`src/rtl/player_hit_judge_pkg.sv`:
```
// Shared game constants and the player hit-judge state encoding.
package player_hit_judge_pkg;

    localparam int unsigned COORD_W  = 10;
    localparam int unsigned H_ACTIVE = 640;
    localparam int unsigned V_ACTIVE = 480;

    typedef enum logic [1:0] {
        PLAY,
        INVULN,
        OVER
    } hit_state_t;

endpackage

```
`src/rtl/rect_overlap.sv`:
```
// Combinational axis-aligned rectangle overlap test; sums carry one extra bit
// so a rectangle near the right/bottom edge of the coordinate range never wraps.
module rect_overlap
    import player_hit_judge_pkg::*;
#(
    parameter int unsigned AW = 46,
    parameter int unsigned AH = 40,
    parameter int unsigned BW = 4,
    parameter int unsigned BH = 40
) (
    input  logic [COORD_W-1:0] a_x_i,
    input  logic [COORD_W-1:0] a_y_i,
    input  logic [COORD_W-1:0] b_x_i,
    input  logic [COORD_W-1:0] b_y_i,
    output logic               overlap_o
);

    localparam int unsigned SW = COORD_W + 1;

    logic [SW-1:0] ax, ay, bx, by;

    assign ax = {1'b0, a_x_i};
    assign ay = {1'b0, a_y_i};
    assign bx = {1'b0, b_x_i};
    assign by = {1'b0, b_y_i};

    assign overlap_o = (bx < ax + SW'(AW)) && (ax < bx + SW'(BW)) &&
                       (by < ay + SW'(AH)) && (ay < by + SW'(BH));

endmodule

```
`src/rtl/player_hit_judge.sv`:
```
// Per-frame enemy-bullet vs player judge: lives, post-hit invulnerability with
// blinking sprite, and game-over. All outputs come straight from flops.
module player_hit_judge
    import player_hit_judge_pkg::*;
#(
    parameter int unsigned PW         = 46,
    parameter int unsigned PH         = 40,
    parameter int unsigned BW         = 4,
    parameter int unsigned BH         = 40,
    parameter int unsigned LIVES      = 3,
    parameter int unsigned INV_FRAMES = 120,
    parameter int unsigned BLINK_DIV  = 8
) (
    input  logic               clk,
    input  logic               rst,
    input  logic               frame_tick,
    input  logic               restart,
    input  logic               eb_valid,
    input  logic [COORD_W-1:0] eb_x,
    input  logic [COORD_W-1:0] eb_y,
    input  logic [COORD_W-1:0] pp_x,
    input  logic [COORD_W-1:0] pp_y,
    output logic               hit,
    output logic [1:0]         lives,
    output logic               player_visible,
    output logic               game_over,
    output logic               boom
);

    localparam int unsigned CNT_W = $clog2(INV_FRAMES + 1);

    hit_state_t       state_q, state_d;
    logic [CNT_W-1:0] inv_cnt_q, inv_cnt_d;
    logic [1:0]       lives_q, lives_d;
    logic             hit_q, hit_d;
    logic             vis_q, vis_d;
    logic             over_q, over_d;

    logic             rect_hit;
    logic             ovl;
    logic [CNT_W-1:0] elapsed;
    logic             blink_tog;

    rect_overlap #(
        .AW(PW),
        .AH(PH),
        .BW(BW),
        .BH(BH)
    ) u_overlap (
        .a_x_i    (pp_x),
        .a_y_i    (pp_y),
        .b_x_i    (eb_x),
        .b_y_i    (eb_y),
        .overlap_o(rect_hit)
    );

    assign ovl       = eb_valid && rect_hit;
    // Blink phase is measured from the hit tick using the pre-decrement count.
    assign elapsed   = CNT_W'(INV_FRAMES) - inv_cnt_q;
    assign blink_tog = (32'(elapsed) % BLINK_DIV) == (BLINK_DIV - 1);

    always_ff @(posedge clk or posedge rst) begin
        if (rst) begin
            state_q   <= PLAY;
            inv_cnt_q <= '0;
            lives_q   <= 2'(LIVES);
            hit_q     <= 1'b0;
            vis_q     <= 1'b1;
            over_q    <= 1'b0;
        end else begin
            state_q   <= state_d;
            inv_cnt_q <= inv_cnt_d;
            lives_q   <= lives_d;
            hit_q     <= hit_d;
            vis_q     <= vis_d;
            over_q    <= over_d;
        end
    end

    always_comb begin
        state_d = state_q;
        if (restart) begin
            state_d = PLAY;
        end else begin
            case (state_q)
                PLAY:    if (frame_tick && ovl) state_d = (lives_q <= 2'd1) ? OVER : INVULN;
                INVULN:  if (frame_tick && inv_cnt_q <= CNT_W'(1)) state_d = PLAY;
                OVER:    state_d = OVER;
                default: state_d = PLAY;
            endcase
        end
    end

    always_comb begin
        hit_d     = 1'b0;
        lives_d   = lives_q;
        inv_cnt_d = inv_cnt_q;
        vis_d     = vis_q;
        if (restart) begin
            lives_d   = 2'(LIVES);
            inv_cnt_d = '0;
            vis_d     = 1'b1;
        end else begin
            case (state_q)
                PLAY: begin
                    vis_d = 1'b1;
                    if (frame_tick && ovl) begin
                        hit_d = 1'b1;
                        vis_d = 1'b0;
                        if (lives_q <= 2'd1) begin
                            lives_d = 2'd0;
                        end else begin
                            lives_d   = lives_q - 2'd1;
                            inv_cnt_d = CNT_W'(INV_FRAMES);
                        end
                    end
                end
                INVULN: begin
                    if (frame_tick) begin
                        if (inv_cnt_q <= CNT_W'(1)) begin
                            inv_cnt_d = '0;
                            vis_d     = 1'b1;
                        end else begin
                            inv_cnt_d = inv_cnt_q - CNT_W'(1);
                            if (blink_tog) vis_d = ~vis_q;
                        end
                    end
                end
                OVER:    vis_d = 1'b0;
                default: vis_d = 1'b1;
            endcase
        end
        over_d = (state_d == OVER);
    end

    assign hit            = hit_q;
    assign lives          = lives_q;
    assign player_visible = vis_q;
    assign game_over      = over_q;
    assign boom           = over_q;

endmodule

```
`config.mk`:
```
export PLATFORM = sky130hd
export DESIGN_NAME = player_hit_judge
export DESIGN_NICKNAME = d
export VERILOG_FILES = /design/src/rtl/player_hit_judge_pkg.sv /design/src/rtl/rect_overlap.sv /design/src/rtl/player_hit_judge.sv
export SDC_FILE = /design/constraint.sdc
export NUM_CORES = 1
export LEC_CHECK = 0
export CAP_MARGIN = 10
export CORE_MARGIN = 5
export CORE_UTILIZATION = 52
export CTS_BUF_LIST = sky130_fd_sc_hd__clkbuf_8
export DETAILED_ROUTE_END_ITERATION = 16
export HOLD_SLACK_MARGIN = 0.15
export PLACE_DENSITY_LB_ADDON = 0.15
export SLEW_MARGIN = 10
export SYNTH_ARGS = -nofsm -noshare
export SYNTH_HDL_FRONTEND = slang
export SYNTH_SLANG_ARGS = --single-unit
```
`constraint.sdc`:
```
create_clock -name clk -period 1.9 [get_ports clk]
set_clock_uncertainty 0.05 [all_clocks]
set_input_delay 0.38 -clock clk [delete_from_list [all_inputs] [get_ports clk]]
set_output_delay 0.38 -clock clk [all_outputs]
set_load 0.05 [all_outputs]
```
======== Yosys cells after proc, flatten, opt, wreduce, memory -nomap -nowiden ========
Index checks and enable logic that the tools add are counted.
word-level totals
  register bits after elaboration ......... 14
  bits of input ports ..................... 45
  logic and storage cells ................. 65
operators by class
  $add $sub $neg .......................... 7
  $lt $le $gt $ge ......................... 6
  equal/unequal tests ..................... 8
  muxes and demuxes ....................... 24
  bitwise logic cells ..................... 1
  reductions and logical operators ........ 13
operator list
  cell                                                                   count
  10-bit by 11-bit < comparator with 1-bit output                        4
  7-bit 2-to-1 mux                                                       5
  10-bit by 6-bit adder with 11-bit output, second input constant        3
  2-bit 2-to-1 mux                                                       8
  7-bit case mux with 2 select lines                                     1
  10-bit by 3-bit adder with 11-bit output, second input constant        1
  3-bit != test, second input constant                                   3
  1-bit 2-to-1 mux                                                       8
  7-bit by 1-bit <= comparator with 1-bit output, second input constant  1
  7-bit by 1-bit subtractor with 7-bit output, second input constant     1
  1-bit logical AND                                                      6
  2-bit case mux with 3 select lines                                     1
  2-bit == test, second input constant                                   2
  4-bit != test, second input constant                                   1
  2-bit AND reduction                                                    2
  4-bit AND reduction                                                    1
  2-bit nonzero test                                                     2
  3-bit == test, second input constant                                   1
  1-bit case mux with 3 select lines                                     1
  3-bit nonzero test                                                     1
  1-bit by 3-bit subtractor with 3-bit output, first input constant      1
  2-bit by 1-bit == test with 1-bit output, second input constant        1
  2-bit by 1-bit <= comparator with 1-bit output, second input constant  1
  2-bit logical NOT                                                      1
  other kinds (2)                                                        2

======== Depth between registers and ports, before layout ========
  depth in word-level cells ............... 11
  depth in mapped cells ................... 13
  gate-level depth less buffers ........... 12

======== Hierarchy ========
From an unflattened synthesis, not the netlist that was laid out.
second synthesis, totals
  cell total of the unflattened synthesis .. 247
  area, all modules ....................... 2062.0 um2
modules (own cells, without submodules)
  module            instances  cells each  area an instance (um2)
  rect_overlap      1          160         1227.4
  player_hit_judge  1          87          834.6

======== Least setup slack after synthesis ========
Ideal clock, no wire load.
  kind .................................... input-to-reg
  start point ............................. in pp_x[2]
  end point ............................... reg vis_q, in the netlist player_visible
  setup time .............................. 0.084 ns
  data arrival time ....................... 2.503 ns
  setup slack ............................. -0.736 ns
  stages .................................. 9
  path through ............................ o31a_1 -> or2_2 -> ha_1 -> a211oi_1 -> nor2_1 -> a211oi_1 -> a2bb2oi_1 -> nand4_2 -> a221o_1
on the way
  longest elaborated chain between the ends .. 10
  elaborated cells between the ends (all ways) .. 11
  classes of those cells .................. add/sub: 1; order compare: 2; mux: 3; reduce/logical: 5
ends and longest elaborated chain
  what                                             line                     text
  start, declared                                  player_hit_judge.sv:21   input logic [COORD_W-1:0] pp_x,
  10-bit by 6-bit adder with 11-bit output         rect_overlap.sv:27       assign overlap_o = (bx < ax + SW'(AW)) && (ax < bx + SW'(BW)) &&
  10-bit by 11-bit < comparator with 1-bit output  rect_overlap.sv:27
  1-bit logical AND * (2 in a row)                 rect_overlap.sv:27
  1-bit logical AND *                              rect_overlap.sv:28       (by < ay + SW'(AH)) && (ay < by + SW'(BH));
  1-bit logical AND *                              player_hit_judge.sv:57   assign ovl = eb_valid && rect_hit;
  1-bit logical AND *                              player_hit_judge.sv:107  if (frame_tick && ovl) begin
  1-bit 2-to-1 mux *                               player_hit_judge.sv:107
  1-bit case mux with 3 select lines *             player_hit_judge.sv:104  case (state_q)
  1-bit 2-to-1 mux *                               player_hit_judge.sv:99   if (restart) begin
  end signal, assigned                             player_hit_judge.sv:75   vis_q <= vis_d;
  end, declared                                    player_hit_judge.sv:36   logic vis_q, vis_d;
Every way passes the cells marked *; elsewhere a longest branch is shown, timed or not.
A chain may end at the register's enable or synchronous reset.

======== Worst setup path after layout ========
  start point ............................. in pp_x[1]
  end point ............................... reg inv_cnt_q[2]
on the way
  longest elaborated chain between the ends .. 9
  elaborated cells between the ends (all ways) .. 10
  classes of those cells .................. add/sub: 1; order compare: 2; eq/ne: 1; reduce/logical: 6
ends and longest elaborated chain
  what                                             line                     text
  10-bit by 6-bit adder with 11-bit output         rect_overlap.sv:27
  10-bit by 11-bit < comparator with 1-bit output  rect_overlap.sv:27
  1-bit logical AND * (2 in a row)                 rect_overlap.sv:27
  1-bit logical AND *                              rect_overlap.sv:28
  1-bit logical AND *                              player_hit_judge.sv:57
  1-bit logical AND *                              player_hit_judge.sv:107
  3-bit != test (no source line) *                 -
  4-bit AND reduction (no source line) *           -
  end signal, assigned                             player_hit_judge.sv:72   inv_cnt_q <= inv_cnt_d;
  end, declared                                    player_hit_judge.sv:33   logic [CNT_W-1:0] inv_cnt_q, inv_cnt_d;
Marked as above.

==> summary.txt <==
Synthesis
  – Mapped Nets: 351
  – Synth Register Bits: 14
  – YS warnings: 0
  – Syn Area/Cell: 8.08 µm²
  – Cell variety after synth: 48
  – Synth top area share: 0.246
  – Ranking of synthesized cells by area: ha_1 (25%), dfrtp_1 (13%), xor2_1 (5.7%)
  – Asr flop ratio synth: 1.00
  – Count leader, synth: ha_1
  – Ys flop type: dfrtp_1
  – Post-Syn Instances: 264
  – EDFF count, synth: 0
  – Synth area leader: ha_1
  – Sequential-to-total area share from yosys stat: 0.166
  – Synth Cell Area: 0.00213 mm²
  – Top post-synthesis cells by count: ha_1 (42), nor2_1 (25), a21oi_1 (21)

Power
  – Static Leak: 1.62 nW
  – Pwr/cell area: 398 mW/mm²
  – VDD IR max: 0.584 mV

STA
  – Min cycle time layout: about 2.6 ns
  – Max Clk Rate: 0.380 GHz
  – Hold Fails Final Rpt: 0
  – Setup tns final: -9.55 ns
  – Setup-failing EPs final: 14
  – Final hold slack: around 0.42 ns
  – Fin crit share: 1.39
  – Max_slew headroom: 0.650
  – Final WS setup: -0.733 ns
  – RSZ-0062 raised after global routing: true
  – Tightest Pin Transition: 0.525 ns
  – Slew Limit Fails: 0

Floorplan
  – Die X: around 74 µm
  – Row count: 23
  – Die height: 74.1 µm
  – Starting density of the core: 0.533
  – IO Count: 51
  – Die footprint: about 0.0055 mm²
  – Core Region: about 0.0040 mm²

Placed design
  – Post-DP HPWL: ~5000 µm
  – Final GP Congestion: 0.973
  – Area after DPL: 0.00311 mm²
  – Pre-CTS setup slack: -1.33 ns
  – I/O Buffers: 50

Route
  – DRC Markers: 0
  – Vias per cell: 5.83
  – Drt wl/cell: 16.0 µm
  – 1st-pass router iterations: 5
  – Vias: 2496
  – Post-route ant nets: 0
  – Total wire length: 6850 µm
  – Drt initial violations: 108

Global routing
  – Global-route wire length before repair: 11200 µm
  – GRT overflow: 0
  – Largest net degree at the start of global routing: 15
  – Number of global-route vias before repair: approximately 2600
  – Total GRT Usage: 0.258
  – Initial antenna violation count: 0

Worst setup path
  – CP max FO: 3
  – Worst path max stage delay: 0.31 ns
  – Crit. End Element: register
  – Worst R2R Path Depth: 8
  – Worst r2r dst: inv_cnt_q[0]$_DFFE_PP0P_
  – CP delay by family, top: compound AO/OA/AOI/OAI gates
  – Data required, critical path: 1.98 ns
  – CP Class: in -> reg
  – Critical path startpoint category: input pin
  – FF-to-FF setup slack: 0.08 ns
  – Worst path arrival time: 2.71 ns
  – CP Buf/Inv Count: 4
  – Cell Chain, Critical Path: buf_6 > buf_4 > inv_1 > ha_1 > nand2b_1 > nand2_1 > xnor2_1 > ha_1 > o21ai_0 > nor2_1 > a211oi_2 > a2bb2oi_4 > buf_6 > nand4_1 > o2bb2ai_1
  – R2r startpoint: inv_cnt_q[1]$_DFFE_PP0P_
  – Slowest cell on the critical path: ha_1

Hold path
  – Worst hold path type: in -> async

Layout
  – Area growth syn-to-layout: 59.1%
  – Share of layout cells above drive strength 1: 0.315
  – Nets: 466
  – Layout fillers: 243
  – Diodes inserted: 0
  – Final Cell Area: 0.00339 mm²

Clock tree
  – H-tree depth: 1
  – Num Clock Sinks: 14
  – Cts bufs inserted: 3
  – CTS tree: done
  – Clock latency on the worst-skew pair: ~0.25 ns
  – CTS root buffer: clkbuf_8
  – Clock-pin slew on the worst setup and hold paths: around 0.06 ns
  – Max clock buf depth: 2

Job
  – Max_cap viols: 0

Status
  – Status: finished, violations left
  – Failing checks: setup timing
-- per-layer routing --
| layer | up-vias | part of all wire | global-route usage |
|---|---|---|---|
| li1 | 1206 | - | - |
| met1 | 1140 | 0.39 | 0.294 |
| met2 | 121 | 0.50 | 0.475 |
| met3 | 29 | 0.080 | 0.0405 |
| met4 | 0 | 0.033 | 0.107 |
| met5 | - | 0 | 0 |
-- layout by cell type (no fill, tap or decap), drive strengths merged, types with 3 or more instances in the layout --
cell type      instances
a211oi                 5
a21o                   8
a21oi                 21
a31oi                  4
and3                   5
buf                   78
clkbuf                 4
clkdlybuf4s15          7
clkdlybuf4s50         22
dfrtp                 11
dfstp                  3
dlygate4sd2            9
ha                    42
inv                   17
nand2                 19
nand2b                 4
nand3                 10
nand4                  5
nor2                  25
nor2b                  5
nor3                   5
o2111ai                3
o211ai                 3
o21ai                 10
o41ai                  3
xnor2                  9
xor2                  14
-- metrics by stage --
step	power [W]	util	cells
6_report	0.00135	0.849	428
5_1_grt	0.00144	0.849	428
4_1_cts	0.00131	0.834	428
3_5_place_dp	0.000966	0.779	412
3_3_place_gp	0.000942	0.779	412
2_1_floorplan	0.000666	-	264
-- worst max-delay path by stage --
stage               depth (start not counted)                    endpoint     from  slack (ns)
global placement                           10              boom$_DFF_PP0_  pp_y[3]       -1.26
detailed placement                         10  player_visible$_DFFE_PP1P_  pp_y[3]       -1.33
floorplan                                   9  player_visible$_DFFE_PP1P_  pp_y[4]       -0.63
global route                               15    inv_cnt_q[2]$_DFFE_PP0P_  pp_x[1]       -0.84
finish                                     15    inv_cnt_q[2]$_DFFE_PP0P_  pp_x[1]       -0.73
CTS                                        12    inv_cnt_q[2]$_DFFE_PP0P_  pp_x[1]       -0.64
-- worst register-to-register path, stage by stage (launching register included) --
cell      delay (ns)
dfrtp_1         0.38
inv_1           0.10
ha_1            0.16
o21bai_1        0.18
nand2_1         0.09
nor2_1          0.33
nor3_1          0.12
a21oi_1         0.21
a311oi_2        0.07
-- layout make-up --
class                      count  area, µm²  area share
multi-input combinational    227       1860       0.549
timing repair buffer         116        995       0.293
sequential                    14        354       0.104
inverter                      17       63.8      0.0188
tap                           50       62.6      0.0184
clock buffer                   4       55.1      0.0162
-- report_power, final --
part | switching, W | leakage [nW] | total [W] | internal, W
sequential | 0.00000977 | 0.184 | 0.000320 | 0.000311
clock | 0.000110 | 0.0288 | 0.000294 | 0.000184
combinational | 0.000359 | 1.41 | 0.000735 | 0.000376
total | 0.000479 | 1.62 | 0.00135 | 0.000871
-- flip-flops by register name (all words and copies together), names as in the netlist --
signal,flops
boom,1
hit,1
inv_cnt_q,7
lives,2
player_visible,1
state_q,2
-- timing repair --
action,in CTS,in global routing
setup buffers,12,0
hold endpoints to repair,0,0
cloned,0,0
endpoints found under the setup margin,14,14
hold buffers,0,0
gates resized for setup,78,9
pin swaps,44,10
-- kinds of logic after synthesis --
| family | synth area share |
|---|---|
| multiplexers | 0.00469 |
| XOR/XNOR | 0.0944 |
| AO/OA/AOI/OAI | 0.243 |
| adder cells (fa/ha/maj) | 0.246 |
| AND/OR/NAND/NOR | 0.201 |
| flip-flops | 0.166 |
| buffers and inverters | 0.0440 |
Note: power is estimated with default switching activity, not from simulation.
